$ cat config.mk
export PLATFORM = sky130hd
export DESIGN_NAME = multicycle_ctrl
export DESIGN_NICKNAME = d
export VERILOG_FILES = /design/src/rtl/multicycle_ctrl.sv
export SDC_FILE = /design/constraint.sdc
export NUM_CORES = 1
export LEC_CHECK = 0
export ABC_AREA = 1
export CORE_UTILIZATION = 40
export CTS_CLUSTER_SIZE = 10
export DETAILED_ROUTE_END_ITERATION = 12
export PLACE_DENSITY = 0.67
export SYNTH_ARGS = -nofsm -noshare
export SYNTH_HDL_FRONTEND = slang
export SYNTH_SLANG_ARGS = --single-unit
$ cat constraint.sdc
create_clock -name clk -period 5.9 [get_ports clk]
set_input_delay 1.18 -clock clk [delete_from_list [all_inputs] [get_ports clk]]
set_output_delay 1.18 -clock clk [all_outputs]
set_load 0.02 [all_outputs]
$ cat src/rtl/multicycle_ctrl.sv
// Multi-cycle control sequencer for the RV32 core: steps FETCH/DECODE/EXEC/MEM/WB,
// handshakes with instruction/data memory and drives datapath strobes and mux selects.
module multicycle_ctrl #(
  parameter int unsigned INSTRET_W = 32
) (
  input  logic                 clk,
  input  logic                 reset,
  input  logic [6:0]           opcode,
  input  logic [2:0]           funct3,
  input  logic                 alu_zero,
  input  logic                 imem_ready,
  input  logic                 dmem_ready,
  output logic                 imem_req,
  output logic                 dmem_req,
  output logic                 dmem_we,
  output logic                 ir_we,
  output logic                 pc_we,
  output logic                 reg_we,
  output logic                 alu_b_sel,
  output logic                 wb_sel,
  output logic                 pc_sel,
  output logic                 retire,
  output logic [INSTRET_W-1:0] instret,
  output logic                 illegal
);

  typedef enum logic [2:0] {
    S_FETCH, S_DECODE, S_EXEC, S_MEM, S_WB, S_TRAP
  } state_t;

  // BEQ and BNE are separate classes so EXEC never looks at funct3 combinationally.
  typedef enum logic [2:0] {
    C_R, C_I, C_LOAD, C_STORE, C_BEQ, C_BNE
  } class_t;

  localparam logic [6:0] OP_R      = 7'b0110011;
  localparam logic [6:0] OP_I      = 7'b0010011;
  localparam logic [6:0] OP_LOAD   = 7'b0000011;
  localparam logic [6:0] OP_STORE  = 7'b0100011;
  localparam logic [6:0] OP_BRANCH = 7'b1100011;

  state_t                 state_q, state_d;
  class_t                 class_q, class_d;
  logic [INSTRET_W-1:0]   instret_q, instret_d;
  logic                   uses_imm;

  assign uses_imm  = (class_q == C_I) || (class_q == C_LOAD) || (class_q == C_STORE);
  assign instret_d = instret_q + INSTRET_W'(retire);
  assign instret   = instret_q;

  always_ff @(posedge clk or posedge reset) begin
    if (reset) begin
      state_q   <= S_FETCH;
      class_q   <= C_R;
      instret_q <= '0;
    end else begin
      state_q   <= state_d;
      class_q   <= class_d;
      instret_q <= instret_d;
    end
  end

  always_comb begin
    state_d   = state_q;
    class_d   = class_q;
    imem_req  = 1'b0;
    dmem_req  = 1'b0;
    dmem_we   = 1'b0;
    ir_we     = 1'b0;
    pc_we     = 1'b0;
    reg_we    = 1'b0;
    alu_b_sel = 1'b0;
    wb_sel    = 1'b0;
    pc_sel    = 1'b0;
    retire    = 1'b0;
    illegal   = 1'b0;
    case (state_q)
      S_FETCH: begin
        imem_req = 1'b1;
        if (imem_ready) begin
          ir_we   = 1'b1;
          state_d = S_DECODE;
        end
      end
      S_DECODE: begin
        state_d = S_EXEC;
        case (opcode)
          OP_R:     class_d = C_R;
          OP_I:     class_d = C_I;
          OP_LOAD:  class_d = C_LOAD;
          OP_STORE: class_d = C_STORE;
          OP_BRANCH: begin
            if (funct3 == 3'b000)      class_d = C_BEQ;
            else if (funct3 == 3'b001) class_d = C_BNE;
            else                       state_d = S_TRAP;
          end
          default: state_d = S_TRAP;
        endcase
      end
      S_EXEC: begin
        alu_b_sel = uses_imm;
        case (class_q)
          C_BEQ, C_BNE: begin
            pc_we   = 1'b1;
            pc_sel  = (class_q == C_BEQ) ? alu_zero : ~alu_zero;
            retire  = 1'b1;
            state_d = S_FETCH;
          end
          C_LOAD, C_STORE: state_d = S_MEM;
          default:         state_d = S_WB;
        endcase
      end
      S_MEM: begin
        alu_b_sel = 1'b1;
        dmem_req  = 1'b1;
        dmem_we   = (class_q == C_STORE);
        if (dmem_ready) begin
          if (class_q == C_STORE) begin
            pc_we   = 1'b1;
            retire  = 1'b1;
            state_d = S_FETCH;
          end else begin
            state_d = S_WB;
          end
        end
      end
      S_WB: begin
        reg_we    = 1'b1;
        wb_sel    = (class_q == C_LOAD);
        alu_b_sel = uses_imm;
        pc_we     = 1'b1;
        retire    = 1'b1;
        state_d   = S_FETCH;
      end
      S_TRAP: illegal = 1'b1;
      default: state_d = S_FETCH;
    endcase
  end

endmodule

==> results.md, run 1 <==
- The run finished with clean final reports.
- The number of gates given a new drive strength after cts is 0.
- The share of the synthesized area in the top cell type is 42.9%.
- The number of vias after detailed routing is 2025.
- The repair_antennas step left the layout with diodes totalling 0.
- Per report_power, the combinational group accounts for 31.4% of the total.
- The maximum clock rate is 272 MHz.
- In this run the number of H-tree levels came out at 2.
- The final period demand of the worst path is 3.67 ns.
- The tree is rooted in a sky130_fd_sc_hd__clkbuf_8.
- In this run the core area contains 26 standard-cell rows.
- The routed wire length is 4.84 mm.
- Before CTS, the worst setup slack after placement is 2.21 ns.
- The library cell used most frequently in the layout, excluding fill and tap cells, is sky130_fd_sc_hd__nand2_1.
- The global placement routability congestion is 0.921.
- Clock-pin slew was measured on the worst setup and hold paths at 0.07 ns.
- The number of antenna violations at the first check in global routing is 0.
- Of all nets on the critical path, the largest fanout is 3.
- In this run switching power makes up 33.4% of total power.
- The biggest area contributor in the post-synthesis netlist is sky130_fd_sc_hd__dfrtp_1.
- The synthesized netlist occupies a cell area of 0.00221 mm².
- The library cells used most frequently in the layout, excluding fill and tap cells, are 97 x sky130_fd_sc_hd__nand2_1, 59 x sky130_fd_sc_hd__nor2_1, 57 x sky130_fd_sc_hd__clkdlybuf4s50_1.
- Sorting the synthesized cells by area gives the leading types as sky130_fd_sc_hd__dfrtp_1 43%, sky130_fd_sc_hd__nand2_1 16%, sky130_fd_sc_hd__nor2_1 10%.
- The initial DRC count is 81.
- Measured along the y axis, the die boundary spans 76.4 µm.
- Measured in cells, the most critical reg-to-reg path has a length of 14.
- The share of the Yosys chip area taken by registers is 42.9%.
- The sequential share of power is 44.1%.
- After synthesis, the netlist uses 22 different library cells.
- The number of pins exceeding their max-slew limit in the final report is 0.
- The final global-route overflow total is 0.
- The maximum root-to-sink buffer count is 2.
- For flop-to-flop paths, the worst setup slack is 3.38 ns.
- The worst setup slack after layout is 2.23 ns.
- Relative to the synthesized area, the layout overhead comes to 33.8%.
- The relative contribution of the clock network to total power is 24.6%.
- At the pin with the least slew margin, the transition time is 0.459 ns.
- Each instance of the synthesized netlist takes up on average 7.31 µm².
- In the final routed layout, each cell accounts on average for 11.1 µm.
- The overall global routing resource usage is 18.0%.
- The final total negative setup slack is 0 ns.
- Buffers inserted during clock tree synthesis total 5.
- The critical path is of the input port to output pin type.
- The number of nets in the finished design is 384.
- Summed over all nets, the switching power comes to 241 µW.
- For the final database, setup skew stands at 0.00572 ns.
- Setup repair after global routing left no endpoint under its margin.
- The TritonCTS clock tree is yes.
- Across the VDD grid, the largest voltage drop is 161 µV.
- Buffers inserted to repair hold after CTS numbered 0.
- The final cycle utilization of the critical path is 62.2%.
- 58 I/O pins were placed.
- The remaining max-slew budget at the tightest pin is 69.4%.
- Tracing the worst setup path back leads to its startpoint at dmem_ready.
- The required time reported for the critical path endpoint is 4.72 ns.
- The critical path data arrival time is 2.49 ns.
- The half-perimeter wire length of the detailed placement result is 4.00 mm.
- The reg-to-reg startpoint is state_q[1].
- The total placed instance area is 0.00287 mm².
- The post-synthesis instance total is 303.
- Buffers placed on the I/O ports in this run total 57.
- The number of global-route vias before repair is 1864.
- The internal cell power is 480 µW.
- The worst setup path is captured at an output pin.
- The die covers 0.00584 mm².
- Counting every net in the synthesized netlist gives 320.
- The number of sinks handled by clock tree synthesis is 38.
- The number of setup buffers added after CTS is 0.
- The final setup violation count is 0.
- For this design the ratio of total power to cell area is 243 mW/mm².
- STA classifies the critical path startpoint as an input port.
- The count of final hold-check violations is 0.
- The global-route wire length before repair is 8.36 mm.
- The total power consumption of the routed design is 721 µW.
- The final instance area is 0.00296 mm².
- The count of unresolved DRC violations after routing is 0.
- Counting flops and latches in the post-synthesis netlist gives 38.
- The first detailed-routing pass took 4 iterations.
- The ratio of routed vias to standard cells is 4.62.
- The floorplan step defined a core boundary enclosing 0.00520 mm².
- The yosys synthesis warning count is 0.
- The total of max-cap violations is 0.
- The leakage power total is 1.42 nW.
- The final antenna-violating net count is 0.
- Cells with a size suffix above 1 make up 5.16% of the layout.
- Entering global routing, the biggest net connects 39 pins.
- The worst flop-to-flop path endpoint is instret[24].
- The initial core utilization is 42.5%.
- Measured on the finished design, the core utilization comes to 56.9%.
- The later-pin clock latency in the skew report is 0.28 ns.
- The min-delay analysis places its worst path in the category flop to flop.
- The floorplan step set the die width to 76.4 µm.
- The capturing element of the worst setup path is retire.
[logic make-up (layout without fill, tap and decap cells)]
kind of cell / count (synthesis) / count (layout) / synth area share (%)
simple gates: 193 / 193 / 37.5
buf+inv: 39 / 104 / 6.78
flops: 38 / 38 / 42.9
xor+xnor: 27 / 27 / 10.7
compound gates: 4 / 4 / 1.02
fa+ha+maj: 2 / 2 / 1.13
[per-stage QoR]
step / instances / hold WS (ns)
5_1_grt: 438 / 0.528
2_1_floorplan: 303 / 0.514
3_5_place_dp: 430 / 0.496
3_3_place_gp: 430 / 0.490
4_1_cts: 438 / 0.512
6_report: 438 / 0.510
[area by class of cell]
class	instances	area (µm²)
Clock buffer	7	86.3
Multi-Input combinational cell	226	1110
Fill cell	486	2240
Tap cell	70	87.6
Sequential cell	38	951
Clock inverter	1	5.00
Inverter	38	143
Timing Repair Buffer	58	578
[Yosys cell counts]
cell	n
sky130_fd_sc_hd__nand2_1	97
sky130_fd_sc_hd__nor2_1	59
sky130_fd_sc_hd__dfrtp_1	38
sky130_fd_sc_hd__inv_1	38
sky130_fd_sc_hd__xor2_1	21
sky130_fd_sc_hd__nand3_1	13
sky130_fd_sc_hd__xnor2_1	6
sky130_fd_sc_hd__nand3b_1	4
sky130_fd_sc_hd__nand4_1	4
sky130_fd_sc_hd__nor3_1	4
sky130_fd_sc_hd__nor2_2	3
sky130_fd_sc_hd__a21oi_1	2
sky130_fd_sc_hd__ha_1	2
sky130_fd_sc_hd__nand2_2	2
sky130_fd_sc_hd__nand3_2	2
sky130_fd_sc_hd__nor2_4	2
sky130_fd_sc_hd__buf_4	1
sky130_fd_sc_hd__nor2b_4	1
sky130_fd_sc_hd__nor3_2	1
sky130_fd_sc_hd__o21ai_0	1
sky130_fd_sc_hd__o31ai_1	1
sky130_fd_sc_hd__or2_0	1
[critical path, cell delays in order]
cell,delay [ns]
sky130_fd_sc_hd__clkdlybuf4s50_1,0.48
sky130_fd_sc_hd__nand2_1,0.06
sky130_fd_sc_hd__nand3_1,0.14
sky130_fd_sc_hd__clkdlybuf4s50_1,0.63
[power by group through the flow]
stage | clock network [mW] | logic [mW] | registers, mW
4_1_cts | 0.184 | 0.229 | 0.318
2_1_floorplan | 0 | 0.118 | 0.337
3_3_place_gp | 0 | 0.227 | 0.322
6_report | 0.177 | 0.226 | 0.318
3_5_place_dp | 0 | 0.228 | 0.322
5_1_grt | 0.196 | 0.247 | 0.323
[sequential cells by signal, summed over array words and instances (netlist names)]
register  cells
state_q       3
class_q       3
instret      32
[worst min-delay path by stage]
stage | start | end | slack [ns] | depth (start not counted)
after floorplan | class_q[2] | class_q[2] | 0.51 | 2
after global placement | instret[0] | instret[0] | 0.49 | 1
after CTS | instret[0] | instret[0] | 0.51 | 1
after global routing | instret[0] | instret[0] | 0.53 | 1
final | instret[0] | instret[0] | 0.51 | 1
after detailed placement | instret[0] | instret[0] | 0.50 | 1
[per-layer routing]
layer  vias up  routed length, µm  part of all wire [%]  global-route usage (%)
li1       1053                  -                     -                       -
met1       899               2190                    45                    22.7
met2        62               2300                    47                    30.3
met3        11                250                   5.2                    4.07
met4         0                100                   2.1                    5.96
met5         -                  0                     0                       0
Note: power is estimated with default switching activity, not from simulation.
==> inputs of run 2 (changes only) <==
Clock period 5.9 ns to 3.8 ns, I/O delays scaled along.
==> results.md, run 2 (synthesis gave the netlist of run 1 again) <==
- The run finished with clean final reports.
- The later-pin clock latency in the skew report was 0.29 ns (about the same).
- The height of the die is 76.4 µm (unchanged).
- The number of pins exceeding their max-slew limit in the final report is 0 (unchanged).
- The antenna diode count was 0 (unchanged).
- The total CTS buffers came to 5 (unchanged).
- The final global-route overflow total is 0 (unchanged).
- The required time reported for the critical path endpoint is 3.04 ns (-1.68 ns).
- The number of global-route vias before repair came to 1816 (-2.6%).
- The total of max-cap violations is 0 (unchanged).
- The final setup violation count was 0 (unchanged).
- The number of placed instances, taps included is 430 (unchanged).
- The reg-to-reg setup timing slack is 1.34 ns (-2.04 ns).
- The final total negative setup slack is 0 ns (unchanged).
- The H-tree level count is 2 (unchanged).
- The number of gates given a new drive strength after cts is 0 (unchanged).
- The global-route wire length before repair is 8.25 mm (-1.3%).
- The path with the worst hold slack has its endpoint at instret[0].
- STA classifies the critical path endpoint as an output pin.
- In the layout the commonest cells are 97 x sky130_fd_sc_hd__nand2_1, 59 x sky130_fd_sc_hd__nor2_1, 57 x sky130_fd_sc_hd__clkdlybuf4s50_1.
- The initial core utilization is 42.5% (unchanged).
- The count of unresolved DRC violations after routing is 0 (unchanged).
- The category of the critical setup timing path is flop to output pin.
- The largest net degree at the start of global routing is 21 (-46%).
- The horizontal die dimension is 76.4 µm (unchanged).
- The worst setup path is launched from a flop.
- The final antenna-violating net count is 0 (unchanged).
- The count of standard-cell rows is 26 (unchanged).
- The most common library cell in the layout ignoring fill and taps is sky130_fd_sc_hd__nand2_1.
- The logic depth of the worst register-to-register path is 15 (+1).
- The total area of sequential cells came to 951 µm² (unchanged).
- The maximum clock rate is 346 MHz.
- The count of filler cells inserted in the layout is 504 (+3.7%).
- The final cycle utilization of the critical path is 76.0%.
- The count of pins on the block boundary was 58 (unchanged).
- The number of antenna violations at the first check in global routing is 0 (unchanged).
- The clock-pin transition on the worst setup and hold timing paths is 0.07 ns (about the same).
- The area of the multi-input gates came to 0.00111 mm² (unchanged).
- The overall global routing resource usage was 18.1% (+0.15 points).
- The cell at the root of the clock tree is sky130_fd_sc_hd__clkbuf_8.
- The endpoint identified for the worst register-to-register timing path is instret[26].
- The maximum root-to-sink buffer count is 2 (unchanged).
- The worst min-delay path category is flop to flop.
- The transition time of the tightest slew-check pin is 0.675 ns (+0.216 ns).
- The half-perimeter wire length of the detailed placement result is 4.08 mm (+2.0%).
- The initial DRC count is 104 (+28%).
- The area of the core region was 0.00520 mm² (unchanged).
- The fraction of layout cells with a size suffix above 1 is 4.63% (-0.53 points).
- The critical path data arrival time is 2.13 ns (-0.36 ns).
- The routed wire length is 4.95 mm (+2.2%).
- The count of final hold-check violations is 0 (unchanged).
- The global placement routability congestion is 0.890 (-3.4%).
- The floorplan die area came to 0.00584 mm² (unchanged).
- The worst path in the final design needs a cycle of 2.89 ns, including I/O delays and setup.
- The number of input and output port buffers inserted is 57 (unchanged).
- The leakage power total is 1.41 nW (-0.70%).
- The total of hold buffers inserted after clock tree synthesis is 0 (unchanged).
- The number of nets in the finished design was 384 (unchanged).
- The count of buffers added by post-CTS timing repair for setup was 0 (unchanged).
- The area growth from synthesis to layout is 33.2%.
- The worst register-to-register path begins at state_q[1].
- The hold path startpoint is instret[0].
- The number of vias after detailed routing is 2021 (-0.20%).
- The number of sinks handled by clock tree synthesis is 38 (unchanged).
- The average detailed-routed wire length per instance came to 11.3 µm (+2.4%).
- The peak fanout along the critical path is 4 (+1).
- The remaining max-slew budget at the tightest pin is 54.9% (-14 points).
- The peak ir drop on the vdd network is 224 µV (+39%).
- The flip-flop count of the largest register after layout is 32 (unchanged).
- The total power consumption of the routed design was 1.10 mW (+53%).
- The ratio of routed vias to standard cells came to 4.62 (about the same).
- The final clock skew is 0.00613 ns (+0.000408 ns).
- The number of cells on the worst hold path came to 1 (unchanged).
- Setup repair after global routing left no endpoint under its margin.
- The iteration count of the initial detailed-routing pass is 4 (unchanged).
- The non-filler instance count after layout came to 437 (-0.23%).
- The TritonCTS clock tree is yes.
- The cell area power density was 373 mW/mm² (+53%).
run 2: cell types whose count changed in the layout (fill, tap and decap cells not counted):
cell,delta
sky130_fd_sc_hd__clkbuf_8,-1
sky130_fd_sc_hd__clkinv_2,-1
sky130_fd_sc_hd__clkbuf_1,+1
run 2: report_power, final:
part | switching [mW] | leakage, nW | internal [mW]
Sequential | 0.0486 | 0.467 | 0.446
Combinational | 0.199 | 0.906 | 0.153
Clock | 0.128 | 0.0383 | 0.126
run 2: routing by layer:
metal  part of all wire (%)  track usage, %
met1                     46            23.3
met2                     46            28.7
met3                    5.5            4.79
met4                    2.3            7.88
met5                      0               0
run 2: area by class of cell:
type	instances	area share, %
clock buffer	7	2.59
tap	70	2.97
timing repair buffer	58	19.6
multi-input combinational	226	37.8
inverter	38	4.84
sequential	38	32.2
run 2: worst max-delay path: stages, from the launching register on:
cell	delay, ns
sky130_fd_sc_hd__dfrtp_1	0.40
sky130_fd_sc_hd__inv_1	0.10
sky130_fd_sc_hd__nor2_1	0.13
sky130_fd_sc_hd__nand2_1	0.11
sky130_fd_sc_hd__nor3_1	0.23
sky130_fd_sc_hd__nand2_1	0.09
sky130_fd_sc_hd__nand3_1	0.14
sky130_fd_sc_hd__clkdlybuf4s50_1	0.63
run 2: worst max-delay path by stage:
stage,cells after the start,to,from
after floorplan,13,instret[30],state_q[2]
after CTS,7,retire,state_q[1]
final,7,retire,state_q[1]
after global placement,4,retire,dmem_ready
after detailed placement,4,retire,dmem_ready
after global routing,6,retire,state_q[2]
run 2: stage by stage:
stage | cell area, µm² | hold slack, ns | worst slack (ns) | util (%)
floorplan | 2210 | 0.514 | 1.12 | -
global placement | 2870 | 0.492 | 0.957 | 55.2
detailed placement | 2870 | 0.496 | 0.935 | 55.2
CTS | 2950 | 0.511 | 0.892 | 56.7
global route | 2950 | 0.517 | 0.765 | 56.7
finish | 2950 | 0.508 | 0.911 | 56.7
